[src/rtl/sobel_pkg.sv]
`default_nettype none
// ============================================================================
//  Module      : sobel_pkg
//  Description : Shared types and constants for the sobel_hls run-time
//                sequencer: FSM state encoding and default image geometry.
//  Revision    : 1.0 - initial release
// ============================================================================
package sobel_pkg;

  // Default geometry; must track the sobel_hls synthesis constants.
  localparam int unsigned DEF_IMG_W   = 64;
  localparam int unsigned DEF_IMG_H   = 64;
  localparam int unsigned FRAME_BEATS = DEF_IMG_W * DEF_IMG_H;

  typedef enum logic [2:0] {
    ST_IDLE      = 3'd0,
    ST_START     = 3'd1,
    ST_RUN       = 3'd2,
    ST_WAIT_IDLE = 3'd3,
    ST_DONE      = 3'd4,
    ST_STALL     = 3'd5
  } seq_state_e;

  // A run is in flight from the first ap_start until the core reports idle.
  function automatic logic state_is_busy(input seq_state_e s);
    return (s == ST_START) || (s == ST_RUN) || (s == ST_WAIT_IDLE);
  endfunction

endpackage
`default_nettype wire

[src/rtl/sobel_progress_wdog.sv]
`default_nettype none
// ============================================================================
//  Module      : sobel_progress_wdog
//  Description : No-progress watchdog. Counts enabled cycles without progress
//                and flags expiry after exactly LIMIT such cycles. A limit of
//                zero disables expiry.
//  Revision    : 1.0 - initial release
// ============================================================================
module sobel_progress_wdog #(
  parameter int WDOG_W = 16
) (
  input  logic              clk,
  input  logic              rst,
  input  logic              i_en,
  input  logic              i_progress,
  input  logic              i_clr,
  input  logic [WDOG_W-1:0] i_limit,
  output logic              o_expire
);

  logic [WDOG_W-1:0] cnt_q;
  logic [WDOG_W-1:0] cnt_d;

  // Progress in the current cycle always wins over expiry; >= keeps the
  // watchdog able to fire if the limit is lowered while counting.
  assign o_expire = i_en && (i_limit != '0) && !i_progress &&
                    (cnt_q >= (i_limit - 1'b1));

  // Next count: clear on progress or external clear, else saturating increment.
  always_comb begin
    cnt_d = cnt_q;
    if (i_clr || i_progress) begin
      cnt_d = '0;
    end else if (i_en && (cnt_q != '1)) begin
      cnt_d = cnt_q + 1'b1;
    end
  end

  // Counter register.
  always_ff @(posedge clk) begin
    if (rst) begin
      cnt_q <= '0;
    end else begin
      cnt_q <= cnt_d;
    end
  end

endmodule
`default_nettype wire

[src/rtl/sobel_frame_sequencer.sv]
`default_nettype none
// ============================================================================
//  Module      : sobel_frame_sequencer
//  Description : Run-time controller for sobel_hls. Issues one ap_start per
//                frame for a programmed frame count, taps the input/output
//                AXIS handshakes to check per-frame beat totals, and flags a
//                stream deadlock through a progress watchdog.
//  Revision    : 1.0 - initial release
// ============================================================================
module sobel_frame_sequencer
  import sobel_pkg::*;
#(
  parameter int IMG_W   = DEF_IMG_W,
  parameter int IMG_H   = DEF_IMG_H,
  parameter int BEAT_W  = 16,
  parameter int FRAME_W = 8,
  parameter int WDOG_W  = 16
) (
  input  logic               ap_clk,
  input  logic               ap_rst,
  input  logic [FRAME_W-1:0] cfg_frames,
  input  logic [WDOG_W-1:0]  cfg_wdog_limit,
  input  logic               cmd_start,
  input  logic               cmd_abort,
  output logic               core_ap_start,
  input  logic               core_ap_ready,
  input  logic               core_ap_done,
  input  logic               core_ap_idle,
  input  logic               s_tvalid,
  input  logic               s_tready,
  input  logic               m_tvalid,
  input  logic               m_tready,
  output logic               busy,
  output logic [FRAME_W-1:0] frame_cnt,
  output logic               run_done,
  output logic               err_deadlock,
  output logic               err_beats
);

  localparam logic [BEAT_W-1:0] c_frame_beats = BEAT_W'(IMG_W * IMG_H);

  seq_state_e         state_q,        state_d;
  logic [FRAME_W-1:0] frames_q,       frames_d;
  logic [FRAME_W-1:0] frame_cnt_q,    frame_cnt_d;
  logic [BEAT_W-1:0]  in_cnt_q,       in_cnt_d;
  logic [BEAT_W-1:0]  out_cnt_q,      out_cnt_d;
  logic               ap_start_q,     ap_start_d;
  logic               run_done_q,     run_done_d;
  logic               err_deadlock_q, err_deadlock_d;
  logic               err_beats_q,    err_beats_d;

  logic               w_in_beat;
  logic               w_out_beat;
  logic               w_counting;
  logic               w_progress;
  logic               w_wd_expire;
  logic [BEAT_W-1:0]  w_in_next;
  logic [BEAT_W-1:0]  w_out_next;
  logic [FRAME_W:0]   w_frame_inc;

  assign w_in_beat  = s_tvalid & s_tready;
  assign w_out_beat = m_tvalid & m_tready;
  // Beats may start before ap_ready, so START counts as well as RUN.
  assign w_counting = (state_q == ST_START) || (state_q == ST_RUN);
  // The ap_ready handshake is forward motion too, so it cannot coincide with a stall.
  assign w_progress = w_in_beat | w_out_beat | core_ap_done |
                      ((state_q == ST_START) & core_ap_ready);

  // Saturating beat counts including any beat in the current cycle.
  assign w_in_next   = (w_in_beat  && (in_cnt_q  != '1)) ? in_cnt_q  + 1'b1 : in_cnt_q;
  assign w_out_next  = (w_out_beat && (out_cnt_q != '1)) ? out_cnt_q + 1'b1 : out_cnt_q;
  assign w_frame_inc = {1'b0, frame_cnt_q} + 1'b1;

  sobel_progress_wdog #(
    .WDOG_W (WDOG_W)
  ) u_wdog (
    .clk        (ap_clk),
    .rst        (ap_rst),
    .i_en       (w_counting),
    .i_progress (w_progress),
    .i_clr      (state_d != state_q),
    .i_limit    (cfg_wdog_limit),
    .o_expire   (w_wd_expire)
  );

  // Next-state, counter and flag logic; abort overrides every other event.
  always_comb begin
    state_d        = state_q;
    frames_d       = frames_q;
    frame_cnt_d    = frame_cnt_q;
    in_cnt_d       = in_cnt_q;
    out_cnt_d      = out_cnt_q;
    err_deadlock_d = err_deadlock_q;
    err_beats_d    = err_beats_q;

    if (w_counting) begin
      in_cnt_d  = w_in_next;
      out_cnt_d = w_out_next;
    end

    case (state_q)
      ST_IDLE, ST_DONE: begin
        if (cmd_start) begin
          state_d        = ST_START;
          frames_d       = (cfg_frames == '0) ? FRAME_W'(1) : cfg_frames;
          frame_cnt_d    = '0;
          in_cnt_d       = '0;
          out_cnt_d      = '0;
          err_deadlock_d = 1'b0;
          err_beats_d    = 1'b0;
        end
      end
      ST_START: begin
        if (core_ap_ready) begin
          state_d = ST_RUN;
        end else if (w_wd_expire) begin
          state_d        = ST_STALL;
          err_deadlock_d = 1'b1;
        end
      end
      ST_RUN: begin
        if (core_ap_done) begin
          if ((w_in_next != c_frame_beats) || (w_out_next != c_frame_beats)) begin
            err_beats_d = 1'b1;
          end
          frame_cnt_d = frame_cnt_q + 1'b1;
          in_cnt_d    = '0;
          out_cnt_d   = '0;
          state_d     = (w_frame_inc == {1'b0, frames_q}) ? ST_WAIT_IDLE : ST_START;
        end else if (w_wd_expire) begin
          state_d        = ST_STALL;
          err_deadlock_d = 1'b1;
        end
      end
      ST_WAIT_IDLE: begin
        if (core_ap_idle) begin
          state_d = ST_DONE;
        end
      end
      ST_STALL: begin
        state_d = ST_STALL;
      end
      default: begin
        state_d = ST_IDLE;
      end
    endcase

    if (cmd_abort) begin
      state_d     = ST_IDLE;
      frames_d    = '0;
      frame_cnt_d = '0;
      in_cnt_d    = '0;
      out_cnt_d   = '0;
    end

    // ap_start is registered: high for every cycle spent in START.
    ap_start_d = (state_d == ST_START);
    run_done_d = (state_d == ST_DONE) && (state_q != ST_DONE);
  end

  // State and datapath registers.
  always_ff @(posedge ap_clk) begin
    if (ap_rst) begin
      state_q        <= ST_IDLE;
      frames_q       <= '0;
      frame_cnt_q    <= '0;
      in_cnt_q       <= '0;
      out_cnt_q      <= '0;
      ap_start_q     <= 1'b0;
      run_done_q     <= 1'b0;
      err_deadlock_q <= 1'b0;
      err_beats_q    <= 1'b0;
    end else begin
      state_q        <= state_d;
      frames_q       <= frames_d;
      frame_cnt_q    <= frame_cnt_d;
      in_cnt_q       <= in_cnt_d;
      out_cnt_q      <= out_cnt_d;
      ap_start_q     <= ap_start_d;
      run_done_q     <= run_done_d;
      err_deadlock_q <= err_deadlock_d;
      err_beats_q    <= err_beats_d;
    end
  end

  assign core_ap_start = ap_start_q;
  assign busy          = state_is_busy(state_q);
  assign frame_cnt     = frame_cnt_q;
  assign run_done      = run_done_q;
  assign err_deadlock  = err_deadlock_q;
  assign err_beats     = err_beats_q;

endmodule
`default_nettype wire
[config.mk]
export PLATFORM = sky130hd
export DESIGN_NAME = sobel_frame_sequencer
export DESIGN_NICKNAME = d
export VERILOG_FILES = /design/src/rtl/sobel_pkg.sv /design/src/rtl/sobel_progress_wdog.sv /design/src/rtl/sobel_frame_sequencer.sv
export SDC_FILE = /design/constraint.sdc
export NUM_CORES = 1
export LEC_CHECK = 0
export ABC_AREA = 1
export BUFFER_PORTS_ARGS = -buffer_cell sky130_fd_sc_hd__buf_4
export CELL_PAD_IN_SITES_DETAIL_PLACEMENT = 1
export CELL_PAD_IN_SITES_GLOBAL_PLACEMENT = 1
export CORE_MARGIN = 1
export CORE_UTILIZATION = 42
export CTS_CLUSTER_DIAMETER = 30
export DETAILED_ROUTE_END_ITERATION = 8
export PLACE_DENSITY_LB_ADDON = 0.2
export REMOVE_ABC_BUFFERS = 1
export SLEW_MARGIN = 0
export SYNTH_ARGS = -nofsm -noshare
export SYNTH_HDL_FRONTEND = slang
export SYNTH_HIERARCHICAL = 1
export SYNTH_SLANG_ARGS = --single-unit
[constraint.sdc]
create_clock -name ap_clk -period 4.32 [get_ports ap_clk]
set_clock_uncertainty 0.05 [all_clocks]
set_input_delay 0.216 -clock ap_clk [delete_from_list [all_inputs] [get_ports ap_clk]]
set_output_delay 0.216 -clock ap_clk [all_outputs]
set_load 0.1 [all_outputs]
## Word-level counts from Yosys, hierarchy flattened

Cells that the tools add are included.

- Bits in registers: 71
- Latch bits: 0
- Bits in writable memories: 0
- Bits in read-only memories: 0
- Input bits: 35
- Output and inout port bits: 13
- Memories: 0

- $add $sub $neg: 6
- Multipliers: 0
- Div/mod/pow operators: 0
- Order comparisons: 1
- Equality and inequality tests: 20
- Shifts and indexed selects: 0
- Muxes and demuxes: 30
- Bitwise gates (word level): 6
- Reduce and logical (&&, ||, !) cells: 24

Operators with widths:

| kind | count |
|---|---|
| 2-to-1 mux 16 bit | 8 |
| case mux 16 bit (2 select lines) | 2 |
| adder 16 x 1 -> 16 bit (second input constant) | 3 |
| != test 16 bit (second input constant) | 3 |
| != test 16 x 13 -> 1 bit (second input constant) | 2 |
| 2-to-1 mux 8 bit | 3 |
| 2-to-1 mux 3 bit | 6 |
| >= comparator 16 bit | 1 |
| case mux 8 bit (2 select lines) | 1 |
| nonzero test 16 bit | 1 |
| subtractor 16 x 1 -> 16 bit (second input constant) | 1 |
| case mux 3 bit (5 select lines) | 1 |
| adder 8 x 1 -> 9 bit (second input constant) | 1 |
| equality test 3 bit (second input constant) | 3 |
| equality test 9 x 8 -> 1 bit | 1 |
| adder 8 x 1 -> 8 bit (second input constant) | 1 |
| logical NOT 8 bit | 1 |
| != test 2 bit (second input constant) | 4 |
| AND reduction 4 bit | 2 |
| logical AND 1 bit | 7 |
| equality test 3 x 1 -> 1 bit (second input constant) | 2 |
| equality test 3 x 2 -> 1 bit (second input constant) | 2 |
| 2-to-1 mux 1 bit | 6 |
| OR reduction 2 bit | 3 |
| other kinds (15) | 22 |

## Depth between registers and ports, before layout

- Word-level depth: 14
- Mapped depth: 24
- Gate-level depth less buffers: 24

## Hierarchy

The synthesis kept the hierarchy.

By module, submodules not included:

| module | instances | cells each | area an instance (um^2) | seq. area each (um^2) |
|---|---|---|---|---|
| sobel_frame_sequencer | 1 | 602 | 3657.3 | 1101.1 |
| sobel_progress_wdog | 1 | 264 | 1624.1 | 320.3 |

## Least setup slack after synthesis

OpenSTA, ideal clock, no wires.

- Path kind: input-to-reg
- From: input cfg_wdog_limit[0]
- To: register u_wdog.cnt_q[12]
- Arrival time: 3.239 ns
- Path slack: 0.953 ns
- Stages: 23
- Path buffers: 0
- Path through: inv_1 > ha_1 > nand3_1 > nor2_1 > nand2_1 > nor2_1 > xor2_1 > inv_1 > ha_1 > nand4_1 > nor3_1 > nand2_1 > a21oi_1 > inv_1 > a32oi_1 > nor3_1 > nor2_1 > nand2_1 > a21oi_1 > nand2_1 > nor3_2 > inv_1 > nor3_1

- Longest elaborated chain between the ends: 11

RTL lines:

| what | RTL line | source |
|---|---|---|
| start: declaration | sobel_frame_sequencer.sv:22 | `input logic [WDOG_W-1:0] cfg_wdog_limit,` |
| branches (longest 3 deep; another with subtractor 16 x 1 -> 16 bit) | n/a |  |
| logical AND 1 bit * | sobel_progress_wdog.sv:26 | `assign o_expire = i_en && (i_limit != '0) && !i_progress &&` |
| via w_wd_expire | sobel_frame_sequencer.sv:56 | `logic w_wd_expire;` |
| 2-to-1 mux 3 bit * | sobel_frame_sequencer.sv:116, sobel_frame_sequencer.sv:130 |  |
| 2-to-1 mux 3 bit (on tied branches) | sobel_frame_sequencer.sv:122, sobel_frame_sequencer.sv:114 |  |
| case mux 3 bit (5 select lines) * | sobel_frame_sequencer.sv:101 | `case (state_q)` |
| 2-to-1 mux 3 bit * | sobel_frame_sequencer.sv:148 | `if (cmd_abort) begin` |
| != test 3 bit * | sobel_frame_sequencer.sv:81 | `.i_clr (state_d != state_q),` |
| logical OR 1 bit * | sobel_progress_wdog.sv:32 | `if (i_clr \|\| i_progress) begin` |
| OR reduction 2 bit (no source line) * | n/a |  |
| end signal: assignment | sobel_progress_wdog.sv:44 | `cnt_q <= cnt_d;` |
| end: declaration | sobel_progress_wdog.sv:21 | `logic [WDOG_W-1:0] cnt_q;` |

Mark *: on every way through the listed nets, which the timed path passes.
A chain may end at the register's enable or synchronous reset.

## Final worst setup path

Same ends and word-level chain as after synthesis.

==> results.sh <==
export IMPL_postRouteAntennaNets=0
export IMPL_ios=48
export IMPL_wl_per_cell_um=13.9
export IMPL_finalHoldViolCount=0
export IMPL_cts_clk_slew_worst_paths_ns=0.06
export IMPL_antenna_found_initial=0
export IMPL_die_width_um=114
export IMPL_worstSetupPathType="input pin to flop"
export IMPL_path_cells="buf_4 > inv_1 > nand3_1 > nor2_1 > and2_1 > nand2_1 > xnor2_1 > inv_1 > ha_1 > nand2_1 > o21bai_1 > a21oi_1 > nor2_1 > a21oi_1 > inv_1 > a32oi_1 > nor3_1 > nor2_1 > nand2_1 > a21oi_1 > nand2_1 > nor3_2 > inv_1 > nor3_1"
export IMPL_syn_inst=866
export IMPL_cp_top_family="simple AND/OR/NAND/NOR gates"
export IMPL_port_buffers=47
export IMPL_placeableCoreArea_sq_um=12100
export IMPL_netlist_area_sq_um=5280
export IMPL_die_h_um=114
export IMPL_grt_total_usage=0.245
export IMPL_syn_avg_cell_area_sq_um=6.10
export IMPL_cp_start_kind="input pin"
export IMPL_mostFrequentLayoutCells="nand2_1, nor2_1, inv_1"
export IMPL_layout_commonest_cell="nand2_1"
export IMPL_crit_path_max_fanout=8
export IMPL_num_fill_cells=1726
export IMPL_grt_ovfl_total=0
export IMPL_h_tree_depth=3
export IMPL_final_util=0.498
export IMPL_dp_final_hpwl_mm=11.7
export IMPL_slew_headroom=0.369
export IMPL_critPathCaptureType="flop"
export IMPL_slew_violations=0
export IMPL_slowest_stage="ha_1"
export IMPL_grt_max_degree=61
export IMPL_final_layout_size_suffix_gt1_frac=0.107
export IMPL_drt_first_pass_iters=4
export IMPL_cts_buffers=9
export IMPL_hp_class="input pin to flop"
export IMPL_rsz0062_at_grt="false"
export IMPL_gp_congestion=0.904
export IMPL_p_leak_uw=0.00257
export IMPL_ctsRootBufferMaster="clkbuf_16"
export IMPL_fin_crit_sh=0.813
export IMPL_fin_ws_ns=0.806
export IMPL_ys_types=43
export IMPL_initial_utilization=0.436
export IMPL_via_count=5589
export IMPL_diodes=0
export IMPL_yosys_warnings=6
export IMPL_ys_seq_elements=71
export IMPL_grt_pass1_vias=5724
export IMPL_max_stage_delay_ns=0.29
export IMPL_cts_tree="yes"
export IMPL_grt_pass1_wl_mm=25.8
export IMPL_crit_buf_inv=5
export IMPL_postCtsSetupBuffers=0
export IMPL_fmax_ghz=0.285
export IMPL_area_delta_synth_final_pct=14.3
export IMPL_dieArea_sq_um=13000
export IMPL_cap_violations=0
export IMPL_cts_resized=0
export IMPL_seq_area_frac_synth=0.269
export IMPL_whs_ns=0.0440
export IMPL_fin_crit_ns=3.51
export IMPL_status="finished, final reports clean"
export IMPL_power_density_nw_per_um2=256
export IMPL_avgViaCountPerCell=5.15
export IMPL_report_final_setup_viol=0
export IMPL_pre_cts_slack_ns=0.460
export IMPL_layout_cells_non_filler=1085
export IMPL_peakVddDrop_mv=0.180
export IMPL_cts_num_sinks=71
export IMPL_insertion_delay_ns=0.34
export IMPL_postCtsHoldBufs=0
export IMPL_drc_errors=0
export IMPL_nNetsFinal=968
export IMPL_place_inst=1069
export IMPL_arrival_ns=3.72
export IMPL_rows=40
export IMPL_fin_setup_tns_ns=0
export IMPL_dr_first_iter_drc_count=170
export IMPL_required_ns=4.52
export IMPL_tightest_slew_ns=0.945
export IMPL_clockBufferDepth=2
export IMPL_drt_wl_total_mm=15.1
-- kinds of logic after synthesis --
logic type | after synthesis | synth area share
compound gates | 133 | 0.140
flops | 71 | 0.269
xor+xnor | 36 | 0.0597
simple gates | 477 | 0.384
fa+ha+maj | 21 | 0.0498
buf+inv | 128 | 0.0976
-- flip-flops by register name, indices dropped and copies added (netlist names) --
signal,flops
in_cnt_q,16
state_q,3
frames_q,8
out_cnt_q,16
err_deadlock,1
err_beats,1
run_done,1
u_wdog/cnt_q,16
core_ap_start,1
frame_cnt,8
-- final timing paths --
kind              cells after the start                       endpoint  slack [ns]                    from
hold reg to reg                       2         err_beats$_SDFFE_PP0P_        0.43  err_beats$_SDFFE_PP0P_
setup reg to reg                     18  u_wdog/cnt_q[12]$_SDFFE_PP0P_        1.18   state_q[0]$_SDFF_PP0_
setup / recovery                     24  u_wdog/cnt_q[12]$_SDFFE_PP0P_        0.81       cfg_wdog_limit[0]
hold / removal                        3       frames_q[0]$_SDFFE_PP0P_        0.04           cfg_frames[0]
-- routing by layer --
metal	track usage	vias to the layer above	part of all wire
li1	-	2866	-
met1	0.291	2635	0.45
met2	0.448	67	0.51
met3	0.0360	21	0.025
met4	0.0892	0	0.017
met5	0	-	0
-- synth_stat cells, drive strengths merged --
cell | instances | share of area
xor2 | 22 | 0.036
o22ai | 5 | 0.0059
dfxtp | 71 | 0.27
nand2 | 264 | 0.19
o21a | 3 | 0.0043
o2111ai | 1 | 0.0017
a21oi | 52 | 0.050
and2 | 1 | 0.0012
o21ba | 1 | 0.0019
o21ai | 63 | 0.065
ha | 21 | 0.050
nor3 | 14 | 0.014
nand3b | 2 | 0.0028
nor2 | 129 | 0.10
clkinv | 2 | 0.0017
or2 | 5 | 0.0059
xnor2 | 14 | 0.023
a32oi | 1 | 0.0017
nor4 | 2 | 0.0024
nand4 | 18 | 0.021
nand3 | 39 | 0.037
inv | 111 | 0.079
and3 | 1 | 0.0012
buf | 8 | 0.012
clkbuf | 7 | 0.0050
or4 | 1 | 0.0014
o211ai | 5 | 0.0071
o21bai | 2 | 0.0028
nor3b | 1 | 0.0014
-- report_power, final --
group	internal, uW	leakage, uW	switching (uW)
clock network	386	0.000126	292
registers	664	0.000574	11.3
logic	69.2	0.00187	120
-- worst reg2reg max path: stages (launching register included) --
cell and delay [ns]:
dfxtp_1 0.35, inv_1 0.16, nor3_1 0.08, inv_1 0.09, nor2_1 0.06, or4_1 0.44, nor2_1 0.13, nand2_1 0.06
a21oi_1 0.16, inv_1 0.10, a32oi_1 0.23, nor3_1 0.07, nor2_1 0.18, nand2_1 0.07, a21oi_1 0.16, nand2_1 0.08
nor3_2 0.17, inv_1 0.18, nor3_1 0.24
-- layout make-up --
| type | count | area, sq um | share of cell area |
|---|---|---|---|
| inverter | 113 | 425 | 0.0705 |
| timing repair buffer | 50 | 375 | 0.0622 |
| tap | 168 | 210 | 0.0348 |
| clock inverter | 4 | 22.5 | 0.00373 |
| sequential | 71 | 1420 | 0.235 |
| multi-input combinational | 667 | 3340 | 0.554 |
| clock buffer | 12 | 236 | 0.0392 |
-- through the flow --
| stage | cell area (sq um) | total power, uW |
|---|---|---|
| 2_1_floorplan | 5190 | 807 |
| 3_3_place_gp | 5780 | 870 |
| 3_5_place_dp | 5780 | 879 |
| 4_1_cts | 6040 | 1560 |
| 5_1_grt | 6040 | 1620 |
| 6_report | 6040 | 1540 |
(Power assumes the default switching activity.)
